File: src/rtl/cpu_pkg.sv
// Shared CPU definitions for the register-file write path.
// Provides register/datapath widths, the mul/div result entry payload,
// the writeback grant-source encoding and a one-hot register helper.
package cpu_pkg;

    localparam int unsigned REG_ADDR_W = 5;
    localparam int unsigned XLEN       = 32;
    localparam int unsigned NUM_REGS   = 32;

    typedef logic [REG_ADDR_W-1:0] reg_addr_t;
    typedef logic [XLEN-1:0]       xlen_t;

    // Buffered mul/div result: destination register plus value (37 bits)
    typedef struct packed {
        reg_addr_t rd;
        xlen_t     data;
    } wb_entry_t;

    // Which source owns the register-file write port this cycle
    typedef enum logic [1:0] {
        GNT_NONE = 2'd0,
        GNT_PIPE = 2'd1,
        GNT_MD   = 2'd2
    } gnt_src_e;

    // One-hot bit vector selecting register r
    function automatic logic [NUM_REGS-1:0] reg_onehot(input reg_addr_t r);
        return NUM_REGS'(1) << r;
    endfunction

endpackage

File: src/rtl/wb_result_fifo.sv
// Mul/div result buffer: small circular FIFO of {rd,data} entries.
// Ports:
//   CLK, RESET         clock, asynchronous active-low reset
//   push, push_entry   enqueue an entry (ignored when full)
//   pop                dequeue the head entry (ignored when empty)
//   head_entry_c       current head entry (valid when not empty)
//   count              registered occupancy
//   full_c, empty_c    occupancy flags decoded from count
module wb_result_fifo
    import cpu_pkg::*;
#(
    parameter int unsigned DEPTH = 2
) (
    input  logic                           CLK,
    input  logic                           RESET,
    input  logic                           push,
    input  wb_entry_t                      push_entry,
    input  logic                           pop,
    output wb_entry_t                      head_entry_c,
    output logic [$clog2(DEPTH+1)-1:0]     count,
    output logic                           full_c,
    output logic                           empty_c
);

    localparam int unsigned PTR_W = $clog2(DEPTH);
    localparam int unsigned CNT_W = $clog2(DEPTH + 1);

    wb_entry_t        mem [DEPTH];
    logic [PTR_W-1:0] wr_ptr;
    logic [PTR_W-1:0] rd_ptr;
    logic             push_ok_c;
    logic             pop_ok_c;

    assign full_c       = (count == CNT_W'(DEPTH));
    assign empty_c      = (count == '0);
    assign push_ok_c    = push & ~full_c;
    assign pop_ok_c     = pop & ~empty_c;
    assign head_entry_c = mem[rd_ptr];

    // Pointers wrap naturally because DEPTH is a power of two
    always_ff @(posedge CLK or negedge RESET) begin
        if (!RESET) begin
            wr_ptr <= '0;
            rd_ptr <= '0;
            count  <= '0;
        end else begin
            if (push_ok_c) wr_ptr <= wr_ptr + PTR_W'(1);
            if (pop_ok_c)  rd_ptr <= rd_ptr + PTR_W'(1);
            case ({push_ok_c, pop_ok_c})
                2'b10:   count <= count + CNT_W'(1);
                2'b01:   count <= count - CNT_W'(1);
                default: count <= count;
            endcase
        end
    end

    // Storage carries no reset; contents are only observed while count > 0
    always_ff @(posedge CLK) begin
        if (push_ok_c) mem[wr_ptr] <= push_entry;
    end

endmodule

File: src/rtl/regfile_writeback_arbiter.sv
// Register-file write-side front end. Merges the in-order pipeline
// writeback stream with buffered out-of-order mul/div results onto the
// single register-file write port, prevents starvation of buffered
// results and tracks outstanding mul/div destinations for the hazard unit.
// Ports:
//   CLK, RESET                        clock, asynchronous active-low reset
//   PIPE_VALID/PIPE_RD/PIPE_DATA      pipeline writeback request
//   PIPE_STALL                        pipeline request not accepted this cycle
//   MD_ISSUE/MD_ISSUE_RD              mul/div op issued (marks rd pending)
//   MD_VALID/MD_READY/MD_RD/MD_DATA   mul/div result handshake into FIFO
//   WB_ADDRESS/WRITE_ENABLE/WRITE_DATA registered register-file write port
//   PENDING_MASK                      bit r set = mul/div result for xr outstanding
module regfile_writeback_arbiter
    import cpu_pkg::*;
#(
    parameter int unsigned FIFO_DEPTH   = 2,
    parameter int unsigned STARVE_LIMIT = 4
) (
    input  logic                  CLK,
    input  logic                  RESET,
    input  logic                  PIPE_VALID,
    input  logic [REG_ADDR_W-1:0] PIPE_RD,
    input  logic [XLEN-1:0]       PIPE_DATA,
    output logic                  PIPE_STALL,
    input  logic                  MD_ISSUE,
    input  logic [REG_ADDR_W-1:0] MD_ISSUE_RD,
    input  logic                  MD_VALID,
    output logic                  MD_READY,
    input  logic [REG_ADDR_W-1:0] MD_RD,
    input  logic [XLEN-1:0]       MD_DATA,
    output logic [REG_ADDR_W-1:0] WB_ADDRESS,
    output logic                  WRITE_ENABLE,
    output logic [XLEN-1:0]       WRITE_DATA,
    output logic [NUM_REGS-1:0]   PENDING_MASK
);

    localparam int unsigned CNT_W    = $clog2(FIFO_DEPTH + 1);
    localparam int unsigned STARVE_W = $clog2(STARVE_LIMIT + 1);

    wb_entry_t           fifo_head_c;
    logic [CNT_W-1:0]    fifo_count;
    logic                fifo_full_c;
    logic                fifo_empty_c;
    logic                md_push_c;
    logic [STARVE_W-1:0] starve_cnt;
    logic                starve_c;
    gnt_src_e            grant_c;
    logic [NUM_REGS-1:0] pend_set_c;
    logic [NUM_REGS-1:0] pend_clr_c;

    assign MD_READY  = (fifo_count != CNT_W'(FIFO_DEPTH));
    assign md_push_c = MD_VALID & MD_READY;
    assign starve_c  = (starve_cnt >= STARVE_W'(STARVE_LIMIT));

    wb_result_fifo #(
        .DEPTH (FIFO_DEPTH)
    ) u_fifo (
        .CLK          (CLK),
        .RESET        (RESET),
        .push         (md_push_c),
        .push_entry   ('{rd: MD_RD, data: MD_DATA}),
        .pop          (grant_c == GNT_MD),
        .head_entry_c (fifo_head_c),
        .count        (fifo_count),
        .full_c       (fifo_full_c),
        .empty_c      (fifo_empty_c)
    );

    // The source is expected to hold MD_VALID while MD_READY is low
    a_no_push_when_full : assert property (
        @(posedge CLK) disable iff (!RESET) !(md_push_c && fifo_full_c)
    );

    // Single grant per cycle; a starved, non-empty FIFO preempts the pipeline
    always_comb begin
        grant_c    = GNT_NONE;
        PIPE_STALL = 1'b0;
        if (starve_c && !fifo_empty_c) begin
            grant_c = GNT_MD;
        end else if (PIPE_VALID) begin
            grant_c = GNT_PIPE;
        end else if (!fifo_empty_c) begin
            grant_c = GNT_MD;
        end
        PIPE_STALL = PIPE_VALID && (grant_c == GNT_MD);
    end

    // Counts consecutive cycles a waiting FIFO loses; saturates at the limit
    always_ff @(posedge CLK or negedge RESET) begin
        if (!RESET) begin
            starve_cnt <= '0;
        end else if (fifo_empty_c || grant_c == GNT_MD) begin
            starve_cnt <= '0;
        end else if (!starve_c) begin
            starve_cnt <= starve_cnt + STARVE_W'(1);
        end
    end

    // Pending-destination update; rd=0 is never tracked, set beats clear
    always_comb begin
        pend_set_c = '0;
        pend_clr_c = '0;
        if (MD_ISSUE && MD_ISSUE_RD != '0) pend_set_c = reg_onehot(MD_ISSUE_RD);
        if (grant_c == GNT_MD)             pend_clr_c = reg_onehot(fifo_head_c.rd);
    end

    always_ff @(posedge CLK or negedge RESET) begin
        if (!RESET) begin
            PENDING_MASK <= '0;
        end else begin
            PENDING_MASK <= (PENDING_MASK & ~pend_clr_c) | pend_set_c;
        end
    end

    // Registered write port; rd=0 still updates address/data but not the strobe
    always_ff @(posedge CLK or negedge RESET) begin
        if (!RESET) begin
            WB_ADDRESS   <= '0;
            WRITE_DATA   <= '0;
            WRITE_ENABLE <= 1'b0;
        end else begin
            case (grant_c)
                GNT_PIPE: begin
                    WB_ADDRESS   <= PIPE_RD;
                    WRITE_DATA   <= PIPE_DATA;
                    WRITE_ENABLE <= (PIPE_RD != '0);
                end
                GNT_MD: begin
                    WB_ADDRESS   <= fifo_head_c.rd;
                    WRITE_DATA   <= fifo_head_c.data;
                    WRITE_ENABLE <= (fifo_head_c.rd != '0);
                end
                default: begin
                    WRITE_ENABLE <= 1'b0;
                end
            endcase
        end
    end

endmodule

File: config.mk
export PLATFORM = sky130hd
export DESIGN_NAME = regfile_writeback_arbiter
export DESIGN_NICKNAME = d
export VERILOG_FILES = /design/src/rtl/cpu_pkg.sv /design/src/rtl/wb_result_fifo.sv /design/src/rtl/regfile_writeback_arbiter.sv
export SDC_FILE = /design/constraint.sdc
export NUM_CORES = 1
export LEC_CHECK = 0
export ABC_CLOCK_PERIOD_IN_PS = 3800
export BUFFER_PORTS_ARGS = -buffer_cell sky130_fd_sc_hd__clkbuf_2
export CAP_MARGIN = 5
export CORE_MARGIN = 5
export CORE_UTILIZATION = 54
export CTS_CLUSTER_DIAMETER = 60
export DETAILED_ROUTE_END_ITERATION = 8
export MAX_ROUTING_LAYER = met4
export PLACE_DENSITY = 0.79
export SLEW_MARGIN = 20
export SYNTH_ARGS = -nofsm -noshare
export SYNTH_HDL_FRONTEND = slang
export SYNTH_SLANG_ARGS = --single-unit
File: constraint.sdc
create_clock -name CLK -period 3.8 [get_ports CLK]
set_clock_uncertainty 0.1 [all_clocks]
set_input_delay 0.57 -clock CLK [delete_from_list [all_inputs] [get_ports CLK]]
set_output_delay 0.57 -clock CLK [all_outputs]
set_load 0.005 [all_outputs]
=== Yosys cells after proc, flatten, opt, wreduce, memory -nomap -nowiden ===
Memories as Yosys holds them, arrays and structs flattened.
Cells that the tools add are included.

* Bits in registers: 77
* Bits in writable memories: 74
* Input port bits: 84
* Memories kept: 1

{| class="wikitable"
|+ Memory list
! memory !! depth !! width !! read ports !! clocked after memory_dff !! wr ports !! RTL line !! RTL
|-
| u_fifo.mem || 2 || 37 || 1 || 0 || 1 || wb_result_fifo.sv:28 || <nowiki>wb_entry_t mem [DEPTH];</nowiki>
|}

* Add/subtract/negate cells: 5
* Order comparisons: 1
* Equality and inequality tests: 7
* Shift operators: 2
* Muxes and demuxes: 13
* Bitwise logic cells: 8
* Reduce and logical (&&, ||, !) cells: 11

{| class="wikitable"
|+ Operator list
! cell !! number
|-
| 32-bit 2-to-1 mux || 2
|-
| 32-bit case mux with 2 select lines || 1
|-
| 1-bit by 5-bit << shifter with 32-bit output, first input constant || 2
|-
| 32-bit bitwise AND || 1
|-
| 32-bit NOT || 1
|-
| 32-bit OR || 1
|-
| 5-bit nonzero test || 3
|-
| 5-bit case mux with 2 select lines || 1
|-
| 2-bit == test, second input constant || 3
|-
| 2-bit 2-to-1 mux || 3
|-
| 3-bit 2-to-1 mux || 2
|-
| 2-bit by 1-bit == test with 1-bit output, second input constant || 2
|-
| 2-bit case mux with 2 select lines || 1
|-
| 2-bit nonzero test || 2
|-
| 3-bit by 1-bit adder with 3-bit output, second input constant || 1
|-
| 1-bit bitwise AND || 3
|-
| 3-bit greater-or-equal comparator, second input constant || 1
|-
| 1-bit logical AND || 3
|-
| 1-bit adder, second input constant || 2
|-
| 2-bit by 1-bit adder with 2-bit output, second input constant || 1
|-
| 2-bit logical NOT || 1
|-
| 1-bit 2-to-1 mux || 2
|-
| 2-bit by 1-bit inequality test with 1-bit output, second input constant || 1
|-
| 2-bit inequality test, second input constant || 1
|-
| other kinds (5) || 6
|}

=== Logic depth before layout (Yosys ltp) ===
* Depth in word-level cells: 9
* Depth in mapped cells: 10
* Mapped depth without buffers: 7

=== Hierarchy ===
A second synthesis with hierarchy kept.

* Cells, all modules: 491
* Area, all modules: 6730.2 sq um

{| class="wikitable"
|+ Modules (own cells, without submodules)
! module !! times used !! cells an instance !! area each (sq um) !! seq. area each (sq um)
|-
| regfile_writeback_arbiter || 1 || 358 || 3781.1 || 1826.8
|-
| wb_result_fifo || 1 || 133 || 2949.1 || 2322.2
|}

=== Worst setup path after synthesis ===
Ideal clock, no wire load.

* Kind: reg-to-reg
* Start: reg u_fifo.count[0]
* End: mem u_fifo.mem[0][0] in the netlist's numbering (enable)
* Arrival: 2.355 ns
* Data required time: 3.269 ns
* Setup slack: 0.914 ns
* Cell stages (with the launch flop): 5
* Period minus slack after synthesis: 2.886 ns
* Cells stage by stage: dfrtp_1 -> buf_2 -> nand2b_1 -> nand2_1 -> nor2_1

* Cells in the longest elaborated chain, start to end: 5
* Elaborated cells on any way between the ends: 7

{| class="wikitable"
|+ Ends and longest elaborated chain
! item !! RTL line !! RTL
|-
| start, declared || wb_result_fifo.sv:20 || <nowiki>output logic [$clog2(DEPTH+1)-1:0] count,</nowiki>
|-
| start signal, assigned || wb_result_fifo.sv:50 || <nowiki>2'b10: count <= count + CNT_W'(1);</nowiki>
|-
| start signal, assigned || wb_result_fifo.sv:51 || <nowiki>2'b01: count <= count - CNT_W'(1);</nowiki>
|-
| start signal, assigned || wb_result_fifo.sv:52 || <nowiki>default: count <= count;</nowiki>
|-
| 2-bit inequality test || regfile_writeback_arbiter.sv:51 || <nowiki>assign MD_READY = (fifo_count != CNT_W'(FIFO_DEPTH));</nowiki>
|-
| named net MD_READY || regfile_writeback_arbiter.sv:28 || <nowiki>output logic MD_READY,</nowiki>
|-
| 1-bit bitwise AND || regfile_writeback_arbiter.sv:52 || <nowiki>assign md_push_c = MD_VALID & MD_READY;</nowiki>
|-
| 1-bit bitwise AND || wb_result_fifo.sv:36 || <nowiki>assign push_ok_c = push & ~full_c;</nowiki>
|-
| 1-bit 2-to-1 mux || wb_result_fifo.sv:59 || <nowiki>if (push_ok_c) mem[wr_ptr] <= push_entry;</nowiki>
|-
| 1-bit 2-to-1 mux (implied by the code) || wb_result_fifo.sv:59 ||
|-
| end, declared || wb_result_fifo.sv:28 ||
|}

The timed path passes the listed nets, and every way through them passes these cells.

=== Worst setup path after layout ===
* Start: reg u_fifo.count[0]
* End: out PIPE_STALL

* Cells in the longest elaborated chain, start to end: 6
* Elaborated cells on any way between the ends: 8

{| class="wikitable"
|+ Ends and longest elaborated chain
! item !! RTL line !! RTL
|-
| 2-bit logical NOT (*) || wb_result_fifo.sv:35 || <nowiki>assign empty_c = (count == '0);</nowiki>
|-
| 2-bit 2-to-1 mux or 1-bit logical NOT (tied branches) || - ||
|-
| 2-bit 2-to-1 mux or 1-bit logical AND (tied branches) || regfile_writeback_arbiter.sv:80, regfile_writeback_arbiter.sv:78 ||
|-
| 2-bit 2-to-1 mux (*) || regfile_writeback_arbiter.sv:78 || <nowiki>if (starve_c && !fifo_empty_c) begin</nowiki>
|-
| 2-bit == test (*) || regfile_writeback_arbiter.sv:85 || <nowiki>PIPE_STALL = PIPE_VALID && (grant_c == GNT_MD);</nowiki>
|-
| 1-bit logical AND (*) || regfile_writeback_arbiter.sv:85 ||
|-
| end, declared || regfile_writeback_arbiter.sv:24 || <nowiki>output logic PIPE_STALL,</nowiki>
|}

Every way passes the cells marked *; elsewhere a longest branch is shown, timed or not.

==> flow_summary.yaml <==
status:
  run_status: "completed"
die:
  die-area_mm2: 0.0152
  std_cell_rows: 41
  die_h_um: 123
  initial_core_util_pct: 55.0
  die_w_um: 123
  coreArea_mm2: 0.0126
  top_level_ports: 156
global_routing:
  global_route.usage.total_pct: 25.6
  grt_max_degree: 78
  globalRoute.totalOverflow: 0
  via_count_of_the_first_global_routing_pass: 5391
  antenna_found_initial: 0
  grt_pass1_wl_mm: 28.6
clock_tree:
  clockBufferDepth: 2
  cts.hold.buffers_added: 0
  postCtsSetupBuffers: 0
  tritoncts: "built"
  clk_pin_slew_ns: 0.06
  htree_num_levels: 4
  clkLatencyLatePin_ns: 0.43
  cts-resized-gates: 0
  ctsRootBufferMaster: "clkbuf_16"
  numCtsBuffers: 17
  clock-sinks: 151
synthesis:
  post_synth.cell_area_avg_um2: 12.5
  synth_cells: 553
  ys_types: 53
  yosysTopAreaCell: "edfxtp_1"
  share_of_the_synthesized_area_in_the_top_cell_type_pct: 32.2
  total_of_flip_flops_plus_latches_after_synthesis: 151
  synth-main-ff-cell: "dfrtp_1"
  mappedNetlistArea_mm2: 0.00691
  synth_fp_nets: 640
  warnings_from_yosys: 0
  synth_async_sr_flop_share_pct: 51.0
  synth-seq-area-share_pct: 60.1
  synth_edf_count: 74
  netlist_top_cells_area: "edfxtp_1 (32%), dfrtp_1 (28%), a2111oi_0 (4.1%), o31ai_1 (3.7%), nor2b_1 (3.4%)"
detailed_routing:
  drt-pass1-iter-count: 5
  initialDrtViolationCount: 549
  via_count: 5388
  drc_errors: 0
  post_drt_via_cell_ratio: 6.16
  routed_wirelength_mm: 18.0
  detail_route.wl_per_cell_um: 20.6
  antenna_left: 0
layout:
  final_cell_mix: "clkbuf_2 (154), dfrtp_1 (76), edfxtp_1 (74)"
  final_common_cell: "clkbuf_2"
  syn_to_final_growth_pct: 21.1
  drive_above_1_share_pct: 30.6
  finalNetCount: 777
  final.fill_count: 938
  post_route_insts_no_fill: 875
  insertedDiodeCount: 0
  utilization_pct: 66.6
  finish.instance_area_mm2: 0.00837
placed_design:
  placement.setup.worst_slack_ns: 1.27
  globalplace.congestion: 0.897
  hpwl_reported_at_the_end_of_detailed_placement_mm: 11.8
  placed_cells_incl_taps: 842
  postPlaceCellArea_mm2: 0.00773
  port_buffers: 155
sta:
  setup_viol: 0
  fmax_mhz: 379
  finalHoldViolations: 0
  slew-limit-headroom_pct: 29.6
  final_min_period_over_clock_period_pct: 69.5
  final_period_minus_worst_setup_slack_ns: 2.64
  final_critical_path_setup_slack_ns: 1.16
  fin_tns_setup_ns: 0
  grt_setup_unrepaired: "no"
  slew_violations: 0
  worst_slew_pin_slew_ns: 1.03
worst_setup_path:
  worstSetupEndpointType: "primary output"
  worst-path-max-fanout: 18
  critPathKind: "reg -> out"
  worst_path_max_delay_cell: "or2_1"
  startpoint_type: "flip-flop"
  critPathTopFamily: "simple AND/OR/NAND/NOR gates"
  critical_path_arrival_ns: 1.97
  timing.critical_path.required_ns: 3.13
  critical_path.cell_chain: "or2_1, and3_1, clkbuf_2"
  critPathMaxStageDelay_ns: 0.59
  cp.buffers_inverters: 1
pwr:
  max-vdd-ir-drop_uv: 430
  power.density_cell_area_mw_per_mm2: 726
  p_leak_nw: 3.32
worst_hold_path:
  hold_path.class: "in -> async"
flow_run:
  cap_viol_max_count: 0
==> final timing paths <==
check,start,slack [ns],depth (start not counted),endpoint
max,u_fifo.count[0],1.16,3,PIPE_STALL
min,RESET,0.09,1,WB_ADDRESS[4]
max reg2reg,u_fifo.rd_ptr,1.50,4,WRITE_DATA[10]
min reg2reg,starve_cnt[0],0.38,1,starve_cnt[0]
max in group asynchronous,RESET,2.98,1,u_fifo.rd_ptr
min in group CLK,MD_DATA[20],0.23,1,u_fifo.mem[0][20]
==> area by class of cell <==
cell class,count,area (um^2),share of cell area [%]
sequential,151,4150,49.6
multi-input combinational,333,2450,29.3
timing repair buffer,161,847,10.1
clock buffer,20,457,5.46
tap,172,215,2.57
clock inverter,12,151,1.81
inverter,26,97.6,1.17
==> report_power, final <==
group          internal, mW  switching [mW]  leakage, nW
clock network          1.06           0.666        0.286
logic                 0.708            1.14         1.53
registers              2.20           0.304         1.50
==> cell usage after synthesis, drive strengths merged (7+ instances only) <==
library cell / number
buf: 19
clkbuf: 24
nand3: 9
a2111oi: 40
o21ai: 23
o41ai: 8
a21oi: 34
inv: 26
nor2b: 37
edfxtp: 74
o31ai: 34
o211ai: 8
a32oi: 21
nand2: 50
nor3: 7
dfrtp: 77
==> routing by layer <==
| layer | vias to the layer above | track usage, % | part of all wire, % |
|---|---|---|---|
| li1 | 2412 | - | - |
| met1 | 2688 | 31.4 | 40 |
| met2 | 263 | 41.4 | 51 |
| met3 | 25 | 7.37 | 7.6 |
| met4 | 0 | 7.82 | 1.5 |
| met5 | - | - | 0 |
==> sequential cells by signal, summed over array words and instances (netlist names) <==
name,flops
PENDING_MASK,32
WB_ADDRESS,5
WRITE_DATA,32
WRITE_ENABLE,1
starve_cnt,3
u_fifo.count,2
u_fifo.mem,74
u_fifo.rd_ptr,1
u_fifo.wr_ptr,1
==> stage by stage <==
step	hold WS [ns]	power, mW
3_3_place_gp	0.357	4.24
2_1_floorplan	0.174	3.72
5_1_grt	0.142	6.39
3_5_place_dp	0.374	4.34
6_report	0.0944	6.08
4_1_cts	0.213	6.08
==> cells by family (layout without fill, tap and decap cells) <==
group	count (synthesis)	count (layout)	synth area share, %
muxes	7	7	1.29
adders and majority gates	3	3	0.543
xor gates and xnor gates	5	5	0.634
DFF	151	151	60.1
buffers and inverters	69	219	4.80
and+or+nand+nor	143	143	11.9
AOI/OAI and AO/OA	175	175	20.7
No activity file was read; power rests on OpenSTA's default activity.
